$ cat src/rtl/lb_pkg.sv
// Shared types and constants for the 5-row line buffer window controller.
package lb_pkg;

  // Controller FSM states
  typedef enum logic [1:0] {
    IDLE   = 2'd0,
    CLEAR  = 2'd1,
    PRIME  = 2'd2,
    STREAM = 2'd3
  } lb_state_e;

  // Window height/width, fixed by the line buffer's five outputs
  localparam int WIN      = 5;
  // Distance from the newest window column/row to the window centre
  localparam int WIN_HALF = (WIN - 1) / 2;
  // Grey pixel width
  localparam int DATA_W   = 8;
  // Cycles from an accepted pixel to its window flag
  localparam int PIPE_LAT = 2;

endpackage

$ cat src/rtl/lb_pos_counter.sv
// Row/column position counter for the incoming pixel stream.
// Wraps at end of line, resynchronises on an early eol and reports the
// position flags the controller needs for the pixel currently presented.
module lb_pos_counter
  import lb_pkg::*;
#(
  parameter int IMG_W = 514,
  parameter int IMG_H = 514,
  parameter int CNT_W = 10
) (
  input  logic             clk,
  input  logic             rst_n,
  input  logic             clr_i,
  input  logic             adv_i,
  input  logic             eol_i,
  output logic [CNT_W-1:0] row_o,
  output logic [CNT_W-1:0] col_o,
  output logic             last_pix_o,
  output logic             prime_done_o,
  output logic             eol_err_o,
  output logic             win_ok_o
);

  localparam logic [CNT_W-1:0] COL_LAST  = CNT_W'(IMG_W - 1);
  localparam logic [CNT_W-1:0] ROW_LAST  = CNT_W'(IMG_H - 1);
  localparam logic [CNT_W-1:0] ROW_PRIME = CNT_W'(WIN - 2);
  localparam logic [CNT_W-1:0] WIN_M1    = CNT_W'(WIN - 1);

  logic [CNT_W-1:0] row_q, row_d;
  logic [CNT_W-1:0] col_q, col_d;
  logic             last_col_s;
  logic             wrap_s;

  // Position flags and next-position arithmetic for the current pixel
  always_comb begin
    last_col_s   = (col_q == COL_LAST);
    // A row ends either at the last column or on an eol marker (resync)
    wrap_s       = last_col_s || eol_i;
    eol_err_o    = last_col_s ^ eol_i;
    last_pix_o   = last_col_s && (row_q == ROW_LAST);
    // Any row end on the last priming row moves us to streaming, so an
    // eol resync inside that row cannot leave the FSM stuck in PRIME
    prime_done_o = wrap_s && (row_q == ROW_PRIME);
    win_ok_o     = (row_q >= WIN_M1) && (col_q >= WIN_M1);
    row_d        = row_q;
    col_d        = col_q;
    if (clr_i) begin
      row_d = {CNT_W{1'b0}};
      col_d = {CNT_W{1'b0}};
    end else if (adv_i) begin
      if (wrap_s) begin
        col_d = {CNT_W{1'b0}};
        row_d = row_q + CNT_W'(1);
      end else begin
        col_d = col_q + CNT_W'(1);
      end
    end else begin
      row_d = row_q;
      col_d = col_q;
    end
  end

  // Position registers
  always_ff @(posedge clk or negedge rst_n) begin
    if (!rst_n) begin
      row_q <= {CNT_W{1'b0}};
      col_q <= {CNT_W{1'b0}};
    end else begin
      row_q <= row_d;
      col_q <= col_d;
    end
  end

  assign row_o = row_q;
  assign col_o = col_q;

endmodule

$ cat src/rtl/lb_window_ctrl.sv
// Line buffer sequencer for the Canny 5x5 window stage: forwards the
// capture stream into the line buffer, clears it at frame start, and flags
// which buffer output columns form a valid window together with its centre.
module lb_window_ctrl
  import lb_pkg::*;
#(
  parameter int IMG_W = 514,
  parameter int IMG_H = 514,
  parameter int CNT_W = 10
) (
  input  logic              clk,
  input  logic              rst,
  input  logic              en,
  input  logic              sof,
  input  logic              pix_valid,
  input  logic [DATA_W-1:0] pix_data,
  input  logic              eol,
  output logic              lb_clr,
  output logic              lb_ld,
  output logic [DATA_W-1:0] lb_pixel,
  output logic              win_valid,
  output logic [CNT_W-1:0]  win_row,
  output logic [CNT_W-1:0]  win_col,
  output logic              busy,
  output logic              frame_done,
  output logic              sync_err
);

  typedef struct packed {
    logic             vld;
    logic             fd;
    logic [CNT_W-1:0] row;
    logic [CNT_W-1:0] col;
  } win_pipe_t;

  lb_state_e         state_q, state_d;
  logic [CNT_W-1:0]  row_s, col_s;
  logic              last_pix_s, prime_done_s, eol_err_s, win_ok_s;
  logic              start_s, abort_s, accept_s, cnt_clr_s, win_hit_s;
  logic              lb_clr_q, lb_clr_d;
  logic              lb_ld_q, lb_ld_d;
  logic [DATA_W-1:0] lb_pixel_q, lb_pixel_d;
  logic              busy_q, busy_d;
  logic              sync_err_q, sync_err_d;
  logic              clr_pend_q, clr_pend_d;
  win_pipe_t         pipe_q [PIPE_LAT];
  win_pipe_t         pipe_d [PIPE_LAT];

  // Decode the stream events that steer both the FSM and the datapath
  always_comb begin
    start_s   = (state_q == IDLE) && sof && en;
    // sof while busy always restarts; the pixel in the same cycle is lost
    abort_s   = (state_q != IDLE) && sof;
    accept_s  = ((state_q == PRIME) || (state_q == STREAM)) && pix_valid && !sof;
    cnt_clr_s = start_s || abort_s;
  end

  lb_pos_counter #(
    .IMG_W (IMG_W),
    .IMG_H (IMG_H),
    .CNT_W (CNT_W)
  ) u_pos (
    .clk          (clk),
    .rst_n        (rst),
    .clr_i        (cnt_clr_s),
    .adv_i        (accept_s),
    .eol_i        (eol),
    .row_o        (row_s),
    .col_o        (col_s),
    .last_pix_o   (last_pix_s),
    .prime_done_o (prime_done_s),
    .eol_err_o    (eol_err_s),
    .win_ok_o     (win_ok_s)
  );

  // FSM state register
  always_ff @(posedge clk or negedge rst) begin
    if (!rst) begin
      state_q <= IDLE;
    end else begin
      state_q <= state_d;
    end
  end

  // FSM next-state logic
  always_comb begin
    state_d = state_q;
    case (state_q)
      IDLE: begin
        if (start_s) state_d = CLEAR;
        else         state_d = IDLE;
      end
      CLEAR: begin
        if (sof) state_d = CLEAR;
        else     state_d = PRIME;
      end
      PRIME: begin
        if (sof)                          state_d = CLEAR;
        else if (accept_s && last_pix_s)   state_d = IDLE;
        else if (accept_s && prime_done_s) state_d = STREAM;
        else                               state_d = PRIME;
      end
      STREAM: begin
        if (sof)                        state_d = CLEAR;
        else if (accept_s && last_pix_s) state_d = IDLE;
        else                             state_d = STREAM;
      end
      default: state_d = IDLE;
    endcase
  end

  // FSM outputs and error flag next values
  always_comb begin
    lb_clr_d   = (state_d == CLEAR);
    busy_d     = (state_d != IDLE);
    lb_ld_d    = accept_s;
    lb_pixel_d = accept_s ? pix_data : lb_pixel_q;
    sync_err_d = sync_err_q;
    clr_pend_d = 1'b0;
    case (state_q)
      IDLE: begin
        // A pixel colliding with the starting sof is lost and reported
        if (start_s) sync_err_d = pix_valid;
        else         sync_err_d = sync_err_q;
      end
      CLEAR: begin
        if (sof) begin
          sync_err_d = 1'b1;
          clr_pend_d = 1'b1;
        end else if (pix_valid) begin
          sync_err_d = 1'b1;
        end else if (clr_pend_q) begin
          // The abort error is shown for the CLEAR cycle only
          sync_err_d = 1'b0;
        end else begin
          sync_err_d = sync_err_q;
        end
      end
      PRIME, STREAM: begin
        if (sof) begin
          sync_err_d = 1'b1;
          clr_pend_d = 1'b1;
        end else if (accept_s && eol_err_s) begin
          sync_err_d = 1'b1;
        end else begin
          sync_err_d = sync_err_q;
        end
      end
      default: begin
        sync_err_d = sync_err_q;
        clr_pend_d = 1'b0;
      end
    endcase
  end

  // Window alignment pipeline, squashed when a frame is aborted
  always_comb begin
    win_hit_s = accept_s && win_ok_s && (state_q == STREAM);
    for (int i = 0; i < PIPE_LAT; i++) begin
      pipe_d[i] = '0;
    end
    pipe_d[0].vld = win_hit_s;
    pipe_d[0].fd  = accept_s && last_pix_s;
    if (win_hit_s) begin
      pipe_d[0].row = row_s - CNT_W'(WIN_HALF);
      pipe_d[0].col = col_s - CNT_W'(WIN_HALF);
    end else begin
      pipe_d[0].row = {CNT_W{1'b0}};
      pipe_d[0].col = {CNT_W{1'b0}};
    end
    for (int i = 1; i < PIPE_LAT; i++) begin
      pipe_d[i] = pipe_q[i-1];
    end
    for (int i = 0; i < PIPE_LAT; i++) begin
      if (abort_s) begin
        pipe_d[i].vld = 1'b0;
        pipe_d[i].fd  = 1'b0;
      end else begin
        pipe_d[i].vld = pipe_d[i].vld;
        pipe_d[i].fd  = pipe_d[i].fd;
      end
    end
  end

  // Output and pipeline registers
  always_ff @(posedge clk or negedge rst) begin
    if (!rst) begin
      lb_clr_q   <= 1'b0;
      lb_ld_q    <= 1'b0;
      lb_pixel_q <= {DATA_W{1'b0}};
      busy_q     <= 1'b0;
      sync_err_q <= 1'b0;
      clr_pend_q <= 1'b0;
      for (int i = 0; i < PIPE_LAT; i++) begin
        pipe_q[i] <= '0;
      end
    end else begin
      lb_clr_q   <= lb_clr_d;
      lb_ld_q    <= lb_ld_d;
      lb_pixel_q <= lb_pixel_d;
      busy_q     <= busy_d;
      sync_err_q <= sync_err_d;
      clr_pend_q <= clr_pend_d;
      for (int i = 0; i < PIPE_LAT; i++) begin
        pipe_q[i] <= pipe_d[i];
      end
    end
  end

  assign lb_clr     = lb_clr_q;
  assign lb_ld      = lb_ld_q;
  assign lb_pixel   = lb_pixel_q;
  assign busy       = busy_q;
  assign sync_err   = sync_err_q;
  assign win_valid  = pipe_q[PIPE_LAT-1].vld;
  assign frame_done = pipe_q[PIPE_LAT-1].fd;
  assign win_row    = pipe_q[PIPE_LAT-1].row;
  assign win_col    = pipe_q[PIPE_LAT-1].col;

endmodule

$ cat config.mk
export PLATFORM = sky130hd
export DESIGN_NAME = lb_window_ctrl
export DESIGN_NICKNAME = d
export VERILOG_FILES = /design/src/rtl/lb_pkg.sv /design/src/rtl/lb_pos_counter.sv /design/src/rtl/lb_window_ctrl.sv
export SDC_FILE = /design/constraint.sdc
export NUM_CORES = 1
export LEC_CHECK = 0
export CAP_MARGIN = 20
export CORE_UTILIZATION = 40
export CTS_BUF_LIST = sky130_fd_sc_hd__clkbuf_8 sky130_fd_sc_hd__clkbuf_16
export DETAILED_ROUTE_END_ITERATION = 10
export PLACE_DENSITY = 0.64
export SLEW_MARGIN = 20
export SYNTH_ARGS = -nofsm -noshare
export SYNTH_HDL_FRONTEND = slang
export SYNTH_SLANG_ARGS = --single-unit
$ cat constraint.sdc
create_clock -name clk -period 2.07 [get_ports clk]
set_input_delay 0.3105 -clock clk [delete_from_list [all_inputs] [get_ports clk]]
set_output_delay 0.3105 -clock clk [all_outputs]
set_load 0.005 [all_outputs]
Yosys cells after proc, flatten, opt, wreduce, memory -nomap -nowiden
Cells that the tools add are included.
Storage, ports and cells
  bits of input ports: 14
  bits in registers: 79
  output and inout port bits: 34
Operators by class
  add/sub/neg operators: 4
  equality and inequality tests: 10
  reduce and logical (&&, ||, !) cells: 26
  magnitude comparators: 2
  multiplexer cells: 26
  bitwise gates (word level): 1
Operator list (number)
  10-bit two-way mux: 6
  10-bit by 1-bit adder with 10-bit output (second input constant): 2
  10-bit equality test (second input constant): 2
  10-bit by 3-bit >= comparator with 1-bit output (second input constant): 2
  20-bit two-way mux: 1
  10-bit by 2-bit subtractor with 10-bit output (second input constant): 2
  2-bit two-way mux: 7
  1-bit logical AND: 13
  10-bit by 2-bit equality test with 1-bit output (second input constant): 1
  1-bit two-way mux: 10
  2-bit one-hot mux with 4 select lines: 1
  2-bit nonzero test: 4
  2-bit by 1-bit equality test with 1-bit output (second input constant): 2
  2-bit equality test (second input constant): 2
  4-bit inequality test (second input constant): 1
  1-bit logical OR: 3
  3-bit inequality test (second input constant): 1
  1-bit one-hot mux with 3 select lines: 1
  3-bit AND reduction: 1
  3-bit OR reduction: 1
  2-bit zero test: 1
  2-bit inequality test (second input constant): 1
  2-bit AND reduction: 1
  2-bit OR reduction: 1
  2 further kinds: 2

Depth between registers and ports, before layout
Gate-level depths: netlist (run 1).
  depth in word-level cells: 10
  depth in mapped cells: 9
  gate-level depth less buffers: 8

By module
From an unflattened synthesis (run 1), not the netlist that was laid out.
Unflattened totals
  cell total of the unflattened synthesis: 306
  area total of the unflattened synthesis: 3453.3 um^2
By module, submodules not included
  lb_window_ctrl: area an instance 2279.7 um^2, cells an instance 179, times used 1, sequential area each 1476.4 um^2
  lb_pos_counter: area an instance 1173.6 um^2, cells an instance 127, times used 1, sequential area each 500.5 um^2

Least setup slack after synthesis (run 1)
Ideal clock, no wire load.
  kind: register -> register
  from: register u_pos.col_q[5] (netlist: u_pos.col_o[5])
  to: register u_pos.row_q[9] (netlist: u_pos.row_o[9])
  period minus slack after synthesis: 2.261 ns
  cell stages (with the launch flop): 10
  arrival time: 2.184 ns
  path buffers: 2
  path slack: -0.191 ns
  setup time: 0.077 ns
  cells stage by stage: dfrtp_1 -> buf_6 -> nor4_4 -> nand4_2 -> ha_1 -> and4bb_1 -> buf_4 -> nand3_2 -> or3_1 -> a21oi_1
Between the ends
  cells in the longest elaborated chain, start to end: 4
RTL lines
  start, declared: line lb_pos_counter.sv:30  | logic [CNT_W-1:0] col_q, col_d;
  start signal, assigned: line lb_pos_counter.sv:67  | col_q <= {CNT_W{1'b0}};
  start signal, assigned: line lb_pos_counter.sv:70  | col_q <= col_d;
  10-bit equality test: line lb_pos_counter.sv:36  | last_col_s = (col_q == COL_LAST);
  1-bit logical OR: line lb_pos_counter.sv:38  | wrap_s = last_col_s || eol_i;
  2-bit nonzero test (no source line)
  2-bit AND reduction (no source line)
  end signal, assigned: line lb_pos_counter.sv:66  | row_q <= {CNT_W{1'b0}};
  end signal, assigned: line lb_pos_counter.sv:69  | row_q <= row_d;
  end, declared: line lb_pos_counter.sv:29  | logic [CNT_W-1:0] row_q, row_d;
Every way passes these cells.
A chain may end at the register's enable or synchronous reset.

Worst setup path after layout (run 1)
  from: register u_pos.col_q[7] (netlist: u_pos.col_o[7])
  to: register u_pos.row_q[5] (netlist: u_pos.row_o[5])
The elaborated chain is that of the path after synthesis.

==> impl_metrics.csv, run 1 <==
group,metric,value,unit
global_routing,grt_pass1_wl,11180,um
clocking,clk_pin_slew,0.08,ns
final_layout,final_area,4377,sq um
logic_synthesis,seq_area_frac_synth,56.63,%
critical_path,ff2ff_path_depth,8,
sta,report.final.slew_viol_count,0,
hold_path,whs_path_depth,0,
drt,route.vias.total,2358,
sta,tightest_slew,0.6100,ns
logic_synthesis,synth-seq-cells,79,
placement,io_buffers,47,
global_routing,grt_pass1_vias,2412,
final_layout,layout.cells.non_filler,487,
sta,setup_viol,6,
clocking,cts_tree,"built",
global_routing,antenna_found_initial,0,
global_routing,grt.overflow.total,0,
final_layout,n_antenna_cell,0,
critical_path,path_max_fanout,5,
job,cap_violations,0,
sta,fin_crit_sh,103.8,%
hold_path,worstHoldEndpoint,"win_row[1]",
critical_path,required,2.31,ns
die,start_util,41.85,%
global_routing,grt_start_max_net_pins,58,
clocking,clock-root-buffer,"clkbuf_8",
global_routing,use_met1,21.17,%
power,power.share.sequential,49.5,%
die,num_io_pins,48,
die,die_x,95.42,um
power,sw_frac_of_total,22.45,%
outcome,violations,"negative setup slack",
drt,wire_per_inst,13.32,um
drt,dr.pass1.iters,4,
die,die_h,95.42,um
power,p_per_area,765.4,nW/um^2
drt,drt_iter0_markers,117,
sta,clock.fmax,465.2,MHz
placement,place_congestion,0.8480,
die,core,8341,sq um
logic_synthesis,syn_nets,351,
clocking,numClockSinks,79,
final_layout,drive_above_1_share,16.23,%
power,switchingPower,751.9,uW
logic_synthesis,syn_inst,326,
logic_synthesis,ys_types,40,
outcome,run_status,"finished, violations left",
power,internal_power,2598,uW
drt,wirelength,6489,um
power,irDropWorstVdd,0.4626,mV
clocking,cts_buffer_depth,2,
placement,placed_cell_area,4038,sq um
final_layout,final_common_cell,"dfrtp_1",
critical_path,worstSetupPathType,"reg2reg",
power,combPwrFrac,10.0,%
die,die_area,9105,sq um
logic_synthesis,ys.flop_type,"dfrtp_1",
global_routing,busiest_layer,"met2",
critical_path,reg2reg_to,"u_pos.row_o[5]",
final_layout,final_cell_mix,"dfrtp_1, clkdlybuf4s50_1, nor2_1",
final_layout,area_growth,25.38,%
global_routing,grtUsageTotal,16.33,%
clocking,clk_latency,0.35,ns
critical_path,r2r_slack,-0.08,ns
die,rows,33,
sta,skew,0.006659,ns
placement,dp_slack,-0.08817,ns
logic_synthesis,async_reset_ff_share,100.0,%
hold_path,hold_path_class,"reg2reg",
sta,min_period,2.150,ns
global_routing,use_met3,4.864,%
sta,finalWorstSetupSlack,-0.07968,ns
logic_synthesis,syn_area_per_cell,10.71,sq um
final_layout,layout.nets,402,
sta,slew_headroom,59.06,%
power,power_leakage,0.002103,uW
power,power,3350,uW
power,power_frac_clock,40.6,%
clocking,cts_buffers,9,
sta,timing.hold.ws,0.3503,ns
logic_synthesis,synth_area,3491,sq um
logic_synthesis,synth_edf_count,0,
drt,drtAntennaViolNets,0,
critical_path,worstPathArrival,2.39,ns
sta,rsz0062_at_grt,"true",
clocking,h-tree-depth,3,
global_routing,grt_util_met2,25.24,%
hold_path,hold_start,"pipe_d[11]",
logic_synthesis,ys.warnings.count,0,
placement,dp.cells,464,
critical_path,cp-start-kind,"flop",
sta,hold_viol_final,0,
critical_path,critPathCaptureType,"flop",
drt,via_per_inst,4.842,
placement,dp_hpwl,4452,um
drt,drc,0,
critical_path,r2r_start,"u_pos.col_o[7]",
## repair_timing
| action | in CTS | in global routing |
|---|---|---|
| hold buffers | 1 | 0 |
| resized for setup | 2 | 7 |
| buffers inserted | 1 | 5 |
| pin swaps | 4 | 3 |
| endpoints found under the setup margin | 8 | 16 |
| endpoints found under the hold margin | 22 | 0 |
## worst max-delay path by stage
stage                         from        endpoint  slack (ns)  depth (start not counted)
detailed placement  u_pos.col_o[7]  u_pos.row_o[9]       -0.09                          7
CTS                 u_pos.col_o[5]  u_pos.row_o[9]       -0.02                          7
global route        u_pos.col_o[7]  u_pos.row_o[5]       -0.18                          8
finish              u_pos.col_o[7]  u_pos.row_o[5]       -0.08                          8
floorplan           u_pos.col_o[7]  u_pos.row_o[9]       -0.11                          9
global placement    u_pos.col_o[7]  u_pos.row_o[9]        0.03                          7
## layer usage
layer | routed length (um) | part of all wire, %
met1 | 3064 | 47
met2 | 2955 | 46
met3 | 328 | 5.1
met4 | 140 | 2.2
met5 | 0 | 0
## per-stage QoR
| step | utilization [%] | TNS (ns) |
|---|---|---|
| floorplan | - | -0.2130 |
| global placement | 48.41 | 0 |
| detailed placement | 48.41 | -0.4206 |
| CTS | 51.59 | -0.02302 |
| global route | 52.48 | -0.9590 |
| finish | 52.48 | -0.2118 |
## flip-flops by register name, summed over array words and instances (netlist names)
register,flops
u_pos.col_o,10
u_pos.row_o,10
pipe_d,20
clr_pend_q,1
state_q,2
pipe_q,2
busy,1
win_col,10
win_valid,1
lb_pixel,8
sync_err,1
lb_ld,1
frame_done,1
win_row,10
lb_clr,1
## critical path, stage by stage (launching register included)
cell	delay, ns
dfrtp_1	0.42
nor4_4	0.35
nand4_2	0.18
ha_4	0.20
and4bb_4	0.34
buf_4	0.14
nand4_1	0.13
xor2_1	0.21
nor2_1	0.06
## layout make-up
class	count	area, sq um
fillers	747	3964
flip-flops and latches	79	1977
multi-input cells	197	1264
repair buffers	78	715.7
well taps	105	131.4
clock buffers	9	123.9
clock inverters	7	120.1
inverters	12	45.04
## power groups by stage
stage | sequential, uW | combinational [uW] | clock (uW)
2_1_floorplan | 1680 | 122 | 0
3_3_place_gp | 1690 | 328 | 0
3_5_place_dp | 1690 | 331 | 0
4_1_cts | 1660 | 336 | 1400
5_1_grt | 1670 | 373 | 1470
6_report | 1660 | 334 | 1360
## Yosys cell counts, types with 3 or more instances
| library cell | count | area share (%) |
|---|---|---|
| dfrtp_1 | 79 | 57 |
| nor4_2 | 3 | 1.1 |
| nand3_1 | 7 | 1.0 |
| clkbuf_2 | 3 | 0.43 |
| and2_1 | 4 | 0.72 |
| clkbuf_1 | 3 | 0.32 |
| or3_1 | 3 | 0.54 |
| a21oi_1 | 11 | 1.6 |
| o31ai_1 | 3 | 0.65 |
| o21ai_0 | 5 | 0.72 |
| nor2_1 | 45 | 4.8 |
| nand2b_1 | 5 | 0.90 |
| buf_2 | 5 | 0.72 |
| inv_1 | 12 | 1.3 |
| nand2_1 | 39 | 4.2 |
| nor3_1 | 6 | 0.86 |
| xor2_1 | 8 | 2.0 |
| buf_4 | 26 | 5.6 |
| nand4_1 | 5 | 0.90 |
| o21ai_1 | 3 | 0.43 |
| ha_1 | 11 | 3.9 |
| xnor2_1 | 16 | 4.0 |
## cell families after synthesis
family / Yosys count / share of synthesized area [%]
adders and majority gates: 11 / 3.943
buffers and inverters: 50 / 8.674
DFF: 79 / 56.63
AOI/OAI and AO/OA: 34 / 6.164
xor gates and xnor gates: 24 / 6.021
and+or+nand+nor: 128 / 18.57
Note: power is estimated with default switching activity, not from simulation.
==> run 2, diff against run 1 <==
--- a/config.mk
+++ b/config.mk
@@ -6,6 +6,8 @@
 export NUM_CORES = 1
 export LEC_CHECK = 0
 export CAP_MARGIN = 20
+export CORE_ASPECT_RATIO = 1.5
+export CORE_MARGIN = 4
 export CORE_UTILIZATION = 40
 export CTS_BUF_LIST = sky130_fd_sc_hd__clkbuf_8 sky130_fd_sc_hd__clkbuf_16
 export DETAILED_ROUTE_END_ITERATION = 10
==> constraint.sdc (replaced) <==
create_clock -name clk -period 2.07 [get_ports clk]
set_input_delay 0.414 -clock clk [delete_from_list [all_inputs] [get_ports clk]]
set_output_delay 0.414 -clock clk [all_outputs]
set_load 0.005 [all_outputs]
==> run 2 against run 1 <==
- register-to-register slack improved by 0.12 ns
- the run now ends clean
- combinational power shrank 1%
- critical path type unchanged
- die area rose by 13%
- largest cell class unchanged
- flip-flop and latch count unchanged
- sequential power about the same
- fmax up 6.0%
- worst setup slack improved by 0.12 ns
==> impl_metrics.csv, run 2 (synthesized netlist as in run 1, its figures left out) <==
group,metric,value,unit
clocking,cts_buffers,9,
placement,dp.cells,471,
die,rows,41,
final_layout,layout.nets,400,
final_layout,seqCellArea,1977,sq um
drt,drt_iter0_markers,92,
sta,fin_crit_sh,97.98,%
drt,drc,0,
drt,wirelength,6505,um
drt,via_per_inst,4.823,
global_routing,grt.overflow.total,0,
clocking,clk_latency,0.33,ns
critical_path,critPathCaptureType,"flop",
final_layout,n_antenna_cell,0,
placement,placed_cell_area,4090,sq um
job,cap_violations,0,
final_layout,final_common_cell,"dfrtp_1",
sta,hold_viol_final,0,
power,p_per_area,797.3,nW/um^2
critical_path,startpoint,"u_pos.col_o[7]",
outcome,run_status,"finished, final reports clean",
die,start_util,41.24,%
global_routing,grt_pass1_wl,10850,um
placement,place_congestion,0.8897,
critical_path,required,2.33,ns
critical_path,r2r_start,"u_pos.col_o[7]",
sta,slew_headroom,63.79,%
placement,dp_slack,-0.02154,ns
clocking,clock-root-buffer,"clkbuf_16",
drt,drtAntennaViolNets,0,
critical_path,worstSetupPathType,"reg2reg",
final_layout,drive_above_1_share,14.81,%
critical_path,cp-start-kind,"flop",
final_layout,final_area,4399,sq um
final_layout,area_growth,26.02,%
placement,dp_hpwl,4688,um
clocking,h-tree-depth,3,
sta,rsz0062_at_grt,"true",
critical_path,path_max_fanout,5,
final_layout,multi_input_area,1246,sq um
sta,clock.fmax,493.1,MHz
drt,dr.pass1.iters,4,
clocking,cts_tree,"built",
clocking,numClockSinks,79,
power,irDropWorstVdd,0.4631,mV
die,die_h,122.4,um
drt,wire_per_inst,13.41,um
sta,finalWorstSetupSlack,0.04188,ns
clocking,cts_buffer_depth,2,
clocking,clk_pin_slew,0.05,ns
sta,skew,0.006660,ns
final_layout,final_util,51.97,%
critical_path,worstPathArrival,2.28,ns
sta,timing.hold.ws,0.05023,ns
die,num_io_pins,48,
critical_path,r2r_slack,0.04,ns
final_layout,largest_reg_flops,20,
sta,report.final.slew_viol_count,0,
critical_path,worstSetupEndpoint,"u_pos.row_o[9]",
die,die_area,10320,sq um
global_routing,grt_start_max_net_pins,43,
clocking,cts_setup_buffers,0,
sta,tightest_slew,0.5396,ns
critical_path,ff2ff_path_depth,7,
sta,min_period,2.028,ns
global_routing,antenna_found_initial,0,
sta,setup_viol,0,
critical_path,reg2reg_to,"u_pos.row_o[9]",
hold_path,hold_path_class,"in2async",
die,core,8464,sq um
drt,route.vias.total,2339,
final_layout,fillCellCount,763,
global_routing,grt_pass1_vias,2295,
global_routing,grtUsageTotal,13.60,%
final_layout,layout.cells.non_filler,485,
power,power_leakage,0.002108,uW
placement,io_buffers,47,
die,die_x,84.28,um
final_layout,final_cell_mix,"dfrtp_1, clkdlybuf4s50_1, nor2_1",
## run 2: cell count changes in the layout (fill, tap and decap cells not counted), moves of 2 or more
cell	change
clkinv_4	-2
clkinv_2	+2
bufinv_16	-2
clkbuf_8	-8
clkbuf_16	+9
buf_4	-2
## run 2: worst max-delay path, stage by stage, from the launching register on
cell and delay, ns:
dfrtp_1 0.40, nor4_4 0.34, nand4_4 0.14, ha_4 0.19, and4bb_4 0.34, nand3_2 0.09
or3_1 0.32, a21oi_1 0.12
## run 2: per-stage QoR
stage / setup TNS (ns) / power [uW]
floorplan: -0.2130 / 1801
global placement: 0 / 2016
detailed placement: -0.02154 / 2021
CTS: 0 / 3551
global route: -0.03367 / 3652
finish: 0 / 3507
## run 2: worst min-delay path by stage
stage	cells past startpoint	end	slack (ns)
final	1	busy	0.05
after global routing	1	frame_done	0.11
after CTS	1	busy	0.07
after detailed placement	0	win_col[2]	0.33
after global placement	0	win_row[4]	0.33
after floorplan	0	busy	0.12
## run 2: cell type report
class,instances,area share (%)
clock buffers,10,5.432
clock inverters,4,1.081
inverters,12,1.024
multi-input cells,197,28.33
flip-flops and latches,79,44.94
well taps,107,3.043
repair buffers,76,16.15
## run 2: power by group
group          leakage [uW]  internal (uW)  switching (uW)
Clock              0.000140            947             572
Combinational      0.000888            182             148
Sequential          0.00108           1610            45.7
Total               0.00211           2740             765
## run 2: timing repair
item                                    4_1_cts  5_1_grt
hold buffers                                  0        0
pin swaps                                     0        2
endpoints found under the setup margin        1        8
gates resized for setup                       1        4
## run 2: metal layers
| layer | global-route usage, % | wire length (um) | part of all wire, % |
|---|---|---|---|
| met1 | 15.48 | 2644 | 41 |
| met3 | 3.089 | 298 | 4.6 |
| met5 | 0 | 0 | 0 |
| met4 | 8.249 | 186 | 2.9 |
| met2 | 23.17 | 3374 | 52 |
